==> config.mk <==
export PLATFORM = sky130hd
export DESIGN_NAME = peribus_timer
export DESIGN_NICKNAME = d
export VERILOG_FILES = /design/src/rtl/peribus_timer.sv
export SDC_FILE = /design/constraint.sdc
export NUM_CORES = 1
export LEC_CHECK = 0
export BUFFER_PORTS_ARGS = -buffer_cell sky130_fd_sc_hd__clkbuf_2
export CELL_PAD_IN_SITES_DETAIL_PLACEMENT = 1
export CELL_PAD_IN_SITES_GLOBAL_PLACEMENT = 2
export CORE_UTILIZATION = 31
export CTS_BUF_LIST = sky130_fd_sc_hd__clkbuf_16
export CTS_CLUSTER_SIZE = 16
export DETAILED_ROUTE_END_ITERATION = 16
export PLACE_DENSITY = 0.73
export SYNTH_ARGS = -nofsm -noshare
export SYNTH_HDL_FRONTEND = slang
export SYNTH_SLANG_ARGS = --single-unit
==> constraint.sdc <==
create_clock -name clk -period 1.97 [get_ports clk]
set_input_delay 0.197 -clock clk [delete_from_list [all_inputs] [get_ports clk]]
set_output_delay 0.197 -clock clk [all_outputs]
set_load 0.03 [all_outputs]
==> src/rtl/peribus_timer.sv <==
// peribus_timer: memory-mapped down-counting timer acting as a peribus responder.
// Registers: 0 CTRL {AR,IE,EN}, 1 PERIOD, 2 COUNT, 3 STATUS {EN,EXP}.
// The run state (IDLE/RUN) is the EN bit of CTRL; a level interrupt follows EXP & IE.
module peribus_timer #(
    parameter int PRESCALE = 50000,
    parameter int WIDTH    = 16
) (
    input  logic        clk,
    input  logic        reset,
    input  logic        sel,
    input  logic        write_enable,
    input  logic [1:0]  addr,
    input  logic [15:0] in_data,
    output logic [15:0] out_data,
    output logic        out_valid,
    input  logic        int_ack,
    output logic        interrupt
);
    localparam int PW = (PRESCALE > 1) ? $clog2(PRESCALE) : 1;
    localparam logic [PW-1:0]    PRE_LAST = PW'(PRESCALE - 1);
    localparam logic [PW-1:0]    PRE_ONE  = PW'(1);
    localparam logic [PW-1:0]    PRE_ZERO = PW'(0);
    localparam logic [WIDTH-1:0] CNT_ONE  = WIDTH'(1);
    localparam logic [WIDTH-1:0] CNT_ZERO = WIDTH'(0);

    typedef enum logic [0:0] {IDLE = 1'b0, RUN = 1'b1} state_t;

    state_t             state_r, state_next_s;
    logic               ie_r, ar_r, exp_r;
    logic [WIDTH-1:0]   period_r, count_r;
    logic [PW-1:0]      pre_r;
    logic [15:0]        out_data_r;
    logic               out_valid_r, interrupt_r;

    logic               wr_ctrl_s, wr_period_s, wr_count_s, wr_status_s, rd_s;
    logic               tick_s, tick_eff_s, clear_s;
    logic [WIDTH-1:0]   count_next_s;
    logic               exp_next_s;
    logic [PW-1:0]      pre_next_s;
    logic [15:0]        rd_data_s;

    // Bus access decode into per-register write strobes and a read strobe.
    always_comb begin
        wr_ctrl_s   = 1'b0;
        wr_period_s = 1'b0;
        wr_count_s  = 1'b0;
        wr_status_s = 1'b0;
        rd_s        = sel & ~write_enable;
        if (sel && write_enable) begin
            case (addr)
                2'd0:    wr_ctrl_s   = 1'b1;
                2'd1:    wr_period_s = 1'b1;
                2'd2:    wr_count_s  = 1'b1;
                2'd3:    wr_status_s = 1'b1;
                default: wr_ctrl_s   = 1'b0;
            endcase
        end else begin
            wr_ctrl_s = 1'b0;
        end
    end

    // Tick qualification: a COUNT write or a CTRL write dropping EN swallows the tick.
    always_comb begin
        tick_s     = (state_r == RUN) && (pre_r == PRE_LAST);
        tick_eff_s = tick_s && !wr_count_s && !(wr_ctrl_s && !in_data[0]);
        clear_s    = int_ack | (wr_status_s & in_data[0]);
    end

    // Run-state register (EN bit).
    always_ff @(posedge clk) begin
        if (reset) begin
            state_r <= IDLE;
        end else begin
            state_r <= state_next_s;
        end
    end

    // Next run state: CTRL writes win over the one-shot auto-stop.
    always_comb begin
        state_next_s = state_r;
        if (wr_ctrl_s) begin
            state_next_s = in_data[0] ? RUN : IDLE;
        end else if (tick_eff_s && (count_r == CNT_ZERO) && !ar_r) begin
            state_next_s = IDLE;
        end else begin
            state_next_s = state_r;
        end
    end

    // Counter, expiry flag and prescaler next values; expiry set beats any clear.
    always_comb begin
        count_next_s = count_r;
        exp_next_s   = exp_r;
        pre_next_s   = pre_r;
        if (clear_s) begin
            exp_next_s = 1'b0;
        end else begin
            exp_next_s = exp_r;
        end
        if (wr_count_s) begin
            count_next_s = in_data[WIDTH-1:0];
        end else if (tick_eff_s) begin
            if (count_r != CNT_ZERO) begin
                count_next_s = count_r - CNT_ONE;
            end else begin
                exp_next_s = 1'b1;
                if (ar_r) begin
                    count_next_s = period_r;
                end else begin
                    count_next_s = count_r;
                end
            end
        end else begin
            count_next_s = count_r;
        end
        if ((state_r == IDLE) || (state_next_s == IDLE)) begin
            pre_next_s = PRE_ZERO;
        end else if (tick_s) begin
            pre_next_s = PRE_ZERO;
        end else begin
            pre_next_s = pre_r + PRE_ONE;
        end
    end

    // Read-data mux; unused bits read as zero.
    always_comb begin
        rd_data_s = 16'h0000;
        case (addr)
            2'd0:    rd_data_s = {13'd0, ar_r, ie_r, (state_r == RUN)};
            2'd1:    rd_data_s = 16'(period_r);
            2'd2:    rd_data_s = 16'(count_r);
            2'd3:    rd_data_s = {14'd0, (state_r == RUN), exp_r};
            default: rd_data_s = 16'h0000;
        endcase
    end

    // Control, period, counter, expiry and prescaler state.
    always_ff @(posedge clk) begin
        if (reset) begin
            ie_r     <= 1'b0;
            ar_r     <= 1'b0;
            period_r <= CNT_ZERO;
            count_r  <= CNT_ZERO;
            exp_r    <= 1'b0;
            pre_r    <= PRE_ZERO;
        end else begin
            if (wr_ctrl_s) begin
                ie_r <= in_data[1];
                ar_r <= in_data[2];
            end
            if (wr_period_s) begin
                period_r <= in_data[WIDTH-1:0];
            end
            count_r <= count_next_s;
            exp_r   <= exp_next_s;
            pre_r   <= pre_next_s;
        end
    end

    // Registered read response and interrupt request.
    always_ff @(posedge clk) begin
        if (reset) begin
            out_data_r  <= 16'h0000;
            out_valid_r <= 1'b0;
            interrupt_r <= 1'b0;
        end else begin
            out_valid_r <= rd_s;
            if (rd_s) begin
                out_data_r <= rd_data_s;
            end
            interrupt_r <= exp_r & ie_r;
        end
    end

    assign out_data  = out_data_r;
    assign out_valid = out_valid_r;
    assign interrupt = interrupt_r;

endmodule

== After elaboration in Yosys (flattened, before gate mapping) ==
Cells that the tools add are included.
Word-level totals
  output and inout bits: 18
  input bits: 23
  word-level logic and storage cells: 62
  register bits: 70
Cells by class
  bitwise logic cells: 7
  muxes and demuxes: 20
  equal/unequal tests: 4
  add/subtract/negate cells: 2
  reductions and logical operators: 19
Operator list (count)
  2-to-1 mux 16 bit: 4
  one-hot mux 16 bit (4 select lines): 1
  adder 16 x 1 -> 16 bit (second input constant): 1
  equality test 16 bit (second input constant): 1
  zero test 16 bit: 1
  nonzero test 16 bit: 1
  subtractor 16 x 1 -> 16 bit (second input constant): 1
  2-to-1 mux 1 bit: 15
  logical AND 1 bit: 7
  equality test 2 bit (second input constant): 2
  zero test 1 bit: 4
  bitwise AND 1 bit: 3
  NOT 1 bit: 3
  nonzero test 3 bit: 1
  OR reduction 3 bit: 1
  equality test 2 x 1 -> 1 bit (second input constant): 1
  zero test 2 bit: 1
  AND reduction 2 bit: 1
  nonzero test 2 bit: 1
  logical OR 1 bit: 1
  bitwise OR 1 bit: 1

== Depth between registers and ports, before layout ==
Gate-level depths: netlist (run 1).
  depth in word-level cells: 13
  mapped depth: 10
  depth with buffers taken out: 8

== Least setup slack after synthesis (run 1) ==
OpenSTA, ideal clock, no wires.
  path kind: register to register
  start point: reg count_r[3]
  end point: reg count_r[9]
  library setup time: 0.128 ns
  slack: 0.020 ns
  cell stages (with the launch flop): 8
  required time: 1.842 ns
  clock period less this slack: 1.950 ns
  path buffers: 1
  data arrival time: 1.823 ns
  path through: dfxtp_1 > buf_2 > nor4_4 > and4b_1 > nand2_1 > mux2i_1 > a222oi_1 > nor2_1
On the way
  cells in the longest elaborated chain, start to end: 4
  elaborated cells between the ends (all ways): 7
  those cells by class: 1 x add/sub; 3 x mux; 3 x reduce/logical
RTL lines
  start, declared: line 30  | logic [WIDTH-1:0] period_r, count_r;
  start signal, assigned: line 154  | count_r <= count_next_s;
  subtractor 16 x 1 -> 16 bit or nonzero test 16 bit (tied branches): line 104, 103
  2-to-1 mux 16 bit: line 103  | if (count_r != CNT_ZERO) begin
  2-to-1 mux 16 bit: line 102  | end else if (tick_eff_s) begin
  2-to-1 mux 16 bit: line 100  | if (wr_count_s) begin
Parallel ways exist; a longest one is shown, timed or not. The select of a mux whose other input is x is not followed.
A chain may end at the register's enable or synchronous reset.

== Final worst setup path (run 1) ==
  start point: reg count_r[5]
  end point: reg count_r[5]
Same word-level chain as after synthesis.

==> flow_summary.toml, run 1 <==
[synthesis]
yosys_warnings = 0
syn_area_sq_um = 3460
syn_avg_cell_area_sq_um = 8.21
netlist_instances = 422
synthTopCellsByArea = "dfxtp_1 40%, nand2_1 6.7%, nor2_1 6.1%"
synth-async-reset-ratio_pct = 0
seq_area_frac_synth_pct = 40.5
synth_top_cell_by_area = "dfxtp_1"
synthDistinctLibCells = 46
synth_nets = 448
synth_top_flop_cell = "dfxtp_1"
synth_edf_count = 0
synth.top_cell.area_share_pct = 40.5
ys_ff_latch = 70

[placed_design]
gp_congestion = 0.791
hpwl_microns = 7720
preCtsSetupSlack_ps = -8.06
io_buffers = 40

[grt]
grt_pass1_vias = 3306
grt_max_degree = 27
grt_first_pass_wirelength_microns = 17300
grt_usage_pct = 19.7
grt-ovfl-total = 0
grt_antenna_before_repair = 0

[layout]
area_growth_pct = 28.6
multiInputGateArea_sq_um = 1960
fill_cells = 1300
final_layout_size_suffix_gt1_share_pct = 26.5
antenna_cells = 0
nets = 516
ff_latch_area_sq_um = 1400

[floorplanning]
rows = 38
die_h_microns = 108
io_pins = 41
die_w_microns = 108
initial_core_util_pct = 31.9
die_area_sq_um = 11600
core_sq_um = 10800

[sta]
rsz0062_at_grt = "yes"
final.setup.worst_slack_ps = 18.1
fmax_ghz = 0.512
finalSetupViolCount = 0
tightestPinTransition_ps = 414
maxSlewViolCount = 0
min_period_ps = 1950
post-route-period-util_pct = 99.1
final.setup_skew_ps = 7.76
hold_viol = 0
max_slew_margin_pct = 72.4

[cts]
cts_tree = "built"
clk_pin_slew_ps = 60
cts_made_buffers = 9
postCtsHoldBufs = 0
h-tree-depth = 3
cts_root_buf = "clkbuf_16"
worstSkewPairLatency_ps = 340
cts_buffer_depth = 2
cts_sinks = 70

[status]
outcome = "finished, final reports clean"

[critical_path]
cp-start-kind = "flop"
cp.arrival_ps = 2220
worst_setup_path_end_kind = "flop"
worstPathMaxFanout = 8
critical_path_class = "flop to flop"
critPathRequiredTime_ps = 2230

[routing]
vias = 3269
drtIter0Drc = 109
vias_per_cell = 5.15
wl_per_cell_microns = 16.9
dr.pass1.iters = 4
final_antenna_net_count = 0
wl_microns = 10800
drc_errors = 0

[worst_hold_path]
hp-class = "primary input to flop"

[flow_run]
drv_cap = 0

[power_and_ir_drop]
total_power_uw = 3710
powerDensity_nw_per_um2 = 833
p_leak_uw = 0.00171
peakVddDrop_uv = 282
==> Yosys cell counts (all sizes together) (2+ instances only) <==
library cell	instances
inv	5
xor2	18
nor2b	7
clkbuf	22
nor4	4
ha	3
o21ai	6
a211oi	27
or4	2
o2111ai	2
a311oi	3
buf	10
xnor2	7
nand4	3
o211ai	2
nor3	17
nor2	56
a22oi	17
nand2b	2
nand2	62
mux4	2
or3	3
dfxtp	70
nand4b	2
and3	5
nor3b	2
mux2i	5
nand3	15
and2	2
a21oi	31
==> state kept, by name, indices dropped and copies added (netlist names) <==
signal,count
pre_r,16
period_r,16
exp_r,1
out_data,16
ie_r,1
out_valid,1
interrupt,1
ar_r,1
count_r,16
state_r,1
==> path summary, 6_finish.rpt <==
| path | start | endpoint | slack (ps) | cells past startpoint |
|---|---|---|---|---|
| max | count_r[5] | count_r[5] | 20 | 8 |
| min reg2reg | pre_r[0] | pre_r[0] | 450 | 1 |
| min | in_data[8] | period_r[8] | 90 | 3 |
| max reg2reg | count_r[5] | count_r[5] | 20 | 8 |
==> cells by family after synthesis <==
logic type / synth area share [%]
flops: 40.5
simple gates: 26.2
xor+xnor: 6.32
compound gates: 18.0
mux: 3.07
buf+inv: 4.80
fa+ha+maj: 1.08
==> per-stage QoR <==
stage | instance area, sq um | util, % | std cells | hold slack (ps) | TNS, ps
detailed placement | 4040 | 37.3 | 615 | 451 | -8.06
CTS | 4350 | 40.2 | 631 | 87.7 | 0
finish | 4460 | 41.1 | 635 | 94.7 | 0
global route | 4460 | 41.1 | 635 | 98.9 | -1180
floorplan | 3460 | - | 422 | 333 | 0
global placement | 4040 | 37.3 | 615 | 432 | 0
==> cell usage in the layout (no fill, tap or decap), drive strengths merged, types with 3 or more instances in the layout <==
master and instances:
a21oi 31, a311oi 3, o21ai 6, nor2b 7, nor3 17, a211oi 27, or3 3, xnor2 7
inv 7, nor4 4, nand2 62, buf 49, clkinv 4, clkbuf 49, a22oi 17, nor2 56
dfxtp 70, nand3 15, xor2 18, ha 3, nand4 3, and3 5, mux2i 5
==> area by class of cell <==
type | instances | area share (%)
sequential | 70 | 31.5
timing repair buffer | 89 | 13.7
inverter | 5 | 0.421
clock inverter | 7 | 1.46
multi-input combinational | 315 | 43.9
clock buffer | 9 | 5.05
tap | 140 | 3.93
==> where the power goes <==
part           switching, uW  internal (uW)
Clock                    653            974
Combinational            355            254
Sequential              24.8           1450
==> metal layers <==
layer | vias up | GRT usage, % | part of all wire, % | routed length (microns)
met5 | - | 0 | 0 | 0
met4 | 0 | 6.26 | 0.92 | 99
met3 | 10 | 4.06 | 3.5 | 373
met2 | 54 | 31.2 | 46 | 4940
met1 | 1580 | 26.6 | 50 | 5340
li1 | 1625 | - | - | -
==> timing repair <==
item                                    CTS  global route
resized for setup                         4            15
endpoints found under the setup margin    2            17
buffers inserted                          0             4
hold endpoints to repair                  0             0
pin swaps                                 0            13
==> worst max-delay path: stages (launching register included) <==
cell and delay [ps]:
dfxtp_2 340, nor4_4 380, buf_4 170, nand4_1 160, o2111ai_2 260, and2_4 210
buf_8 140, a211oi_1 60, nor3_2 140
(Power assumes the default switching activity.)
==> run 2: changes to the inputs <==
Settings changed: BUFFER_PORTS_ARGS -buffer_cell sky130_fd_sc_hd__clkbuf_2 to -buffer_cell sky130_fd_sc_hd__buf_2, CORE_MARGIN set to 5, CORE_UTILIZATION 31 to 34, PLACE_DENSITY 0.73 to 0.76.
Clock period 1.97 ns to 2.08 ns, I/O delays scaled along.
==> run 2 against run 1 <==
  * Clock-buffer cell count unchanged
  * Sequential share of layout area increased by 1.6 points
  * Total power decreased by 8.8%
  * Fmax decreased by 2.0%
  * Worst hold slack improved by 38 ps
  * First-iteration DRC count increased by 64%
  * Non-clock buffer count decreased by 15
  * Register-to-register slack improved by 70 ps
  * Worst setup slack improved by 71 ps
  * Die area increased by 6.1%
  * Wire length decreased by 3.4%
  * Critical path type unchanged
  * Largest cell class unchanged
==> flow_summary.toml, run 2 (same netlist as run 1, synthesis figures left out) <==
[cts]
cts_buffer_depth = 2
cts_sinks = 70
clk_pin_slew_ps = 60
h-tree-depth = 3
cts_root_buf = "clkbuf_16"
post-cts-setup-buffers = 0
cts_made_buffers = 9
worstSkewPairLatency_ps = 330
cts_tree = "built"

[grt]
grt_first_pass_wirelength_microns = 17300
grt_usage_pct = 17.3
grt_pass1_vias = 3300
grt_antenna_before_repair = 0
grt_max_degree = 53
grt-ovfl-total = 0

[floorplanning]
die_w_microns = 111
rows = 36
die_h_microns = 111
io_pins = 41
die_area_sq_um = 12300
core_sq_um = 9860
initial_core_util_pct = 35.1

[worst_hold_path]
hp-class = "primary input to flop"

[layout]
layout_common_cells = "70 x dfxtp_1, 62 x nand2_1, 56 x nor2_1, 40 x buf_2, 33 x buf_4"
final_layout_size_suffix_gt1_share_pct = 21.3
stdcell_area_sq_um = 4240
area_growth_pct = 22.4
antenna_cells = 0
layout_commonest_cell = "dfxtp_1"
nets = 501

[critical_path]
worstPathMaxFanout = 20
critPathRequiredTime_ps = 2270
cp.arrival_ps = 2180
path_cells = "inv_1 > ha_1 > nor3b_1 > nand4_1 > buf_4 > o21ai_0 > a21oi_1 > a211oi_1 > nor3_2"
cp_slowest_stage_delay_ps = 310
r2r_slack_ps = 90
worst_setup_path_end_kind = "flop"
crit_family = "compound AO/OA/AOI/OAI gates"
path_buf_inv = 2
cp_slowest_cell = "dfxtp_1"
cp-start-kind = "flop"
critical_path_class = "flop to flop"

[sta]
max_slew_margin_pct = 59.0
post-route-period-util_pct = 95.7
final.setup_skew_ps = 5.89
fmax_ghz = 0.502
final.setup.worst_slack_ps = 88.6
hold_viol = 0
finalSetupViolCount = 0
maxSlewViolCount = 0
rsz0062_at_grt = "yes"
min_period_ps = 1990
tightestPinTransition_ps = 616

[placed_design]
preCtsSetupSlack_ps = 52.0
hpwl_microns = 7610
gp_congestion = 0.808
io_buffers = 40
placed_cell_area_sq_um = 3950

[power_and_ir_drop]
powerDensity_nw_per_um2 = 799
peakVddDrop_uv = 271
swShare_pct = 26.4
seqPwrFrac_pct = 41.4
combPwrFrac_pct = 15.3
power.switching_uw = 895
p_leak_uw = 0.00162
cellInternalPower_uw = 2490
p_clk_share_pct = 43.3

[routing]
wl_microns = 10400
wl_per_cell_microns = 17.0
dr.pass1.iters = 4
final_antenna_net_count = 0
route.met2.wl_microns = 4810
vias_per_cell = 5.23
wl_met1_microns = 5030
vias = 3200
wl_met3_microns = 523
top_layer = "met4"
drtIter0Drc = 179
drc_errors = 0

[flow_run]
drv_cap = 0

[status]
outcome = "finished, final reports clean"
-- run 2: cell types whose count changed in the layout (fill, tap and decap cells not counted), moves of 2 or more --
cell / change
a211oi_2: -2
clkinv_1: +2
a211oi_1: +2
a21oi_2: -2
clkbuf_2: -40
a21oi_1: +2
buf_4: -10
buf_6: -3
buf_2: +40
-- run 2: worst min-delay path, delay by kind of cell --
family	cells	cell delay [ps]
AND/OR/NAND/NOR	1	50
AO/OA/AOI/OAI	1	50
buffers and inverters	1	110
-- run 2: cell type report --
| class | count | area (sq um) |
|---|---|---|
| Clock buffer | 9 | 225 |
| Clock inverter | 6 | 53.8 |
| Fill cell | 1183 | 5630 |
| Inverter | 5 | 18.8 |
| Multi-Input combinational cell | 315 | 1910 |
| Sequential cell | 70 | 1400 |
| Tap cell | 133 | 166 |
| Timing Repair Buffer | 74 | 468 |
-- run 2: final timing paths --
| kind | start | end | cells after the start |
|---|---|---|---|
| max | count_r[1] | count_r[6] | 9 |
| min | in_data[3] | period_r[3] | 3 |
| max reg2reg | count_r[1] | count_r[6] | 9 |
| min reg2reg | pre_r[0] | pre_r[0] | 1 |
-- run 2: power groups by stage --
stage / Combinational, uW / Clock, uW / Sequential, uW
after floorplan: 311 / 0 / 1460
after global placement: 507 / 0 / 1430
after detailed placement: 515 / 0 / 1430
after CTS: 519 / 1500 / 1400
after global routing: 571 / 1560 / 1400
final: 518 / 1470 / 1400
-- run 2: metrics by stage --
stage	cells	total power, uW	hold slack, ps	setup TNS, ps	utilization, %
floorplan	422	1770	344	0	-
global placement	597	1940	430	0	40.1
detailed placement	597	1950	445	0	40.1
CTS	612	3420	124	0	42.9
global route	612	3530	135	-16.6	43.0
finish	612	3390	132	0	43.0
-- run 2: per-layer routing --
metal | vias to the layer above | global-route usage [%]
li1 | 1591 | -
met1 | 1546 | 24.2
met2 | 59 | 27.5
met3 | 4 | 3.33
met4 | 0 | 4.19
met5 | - | 0
-- run 2: timing repair --
action / in CTS / in global routing
gates resized for setup: 0 / 2
hold buffers: 0 / 0
setup endpoints to repair: 0 / 13
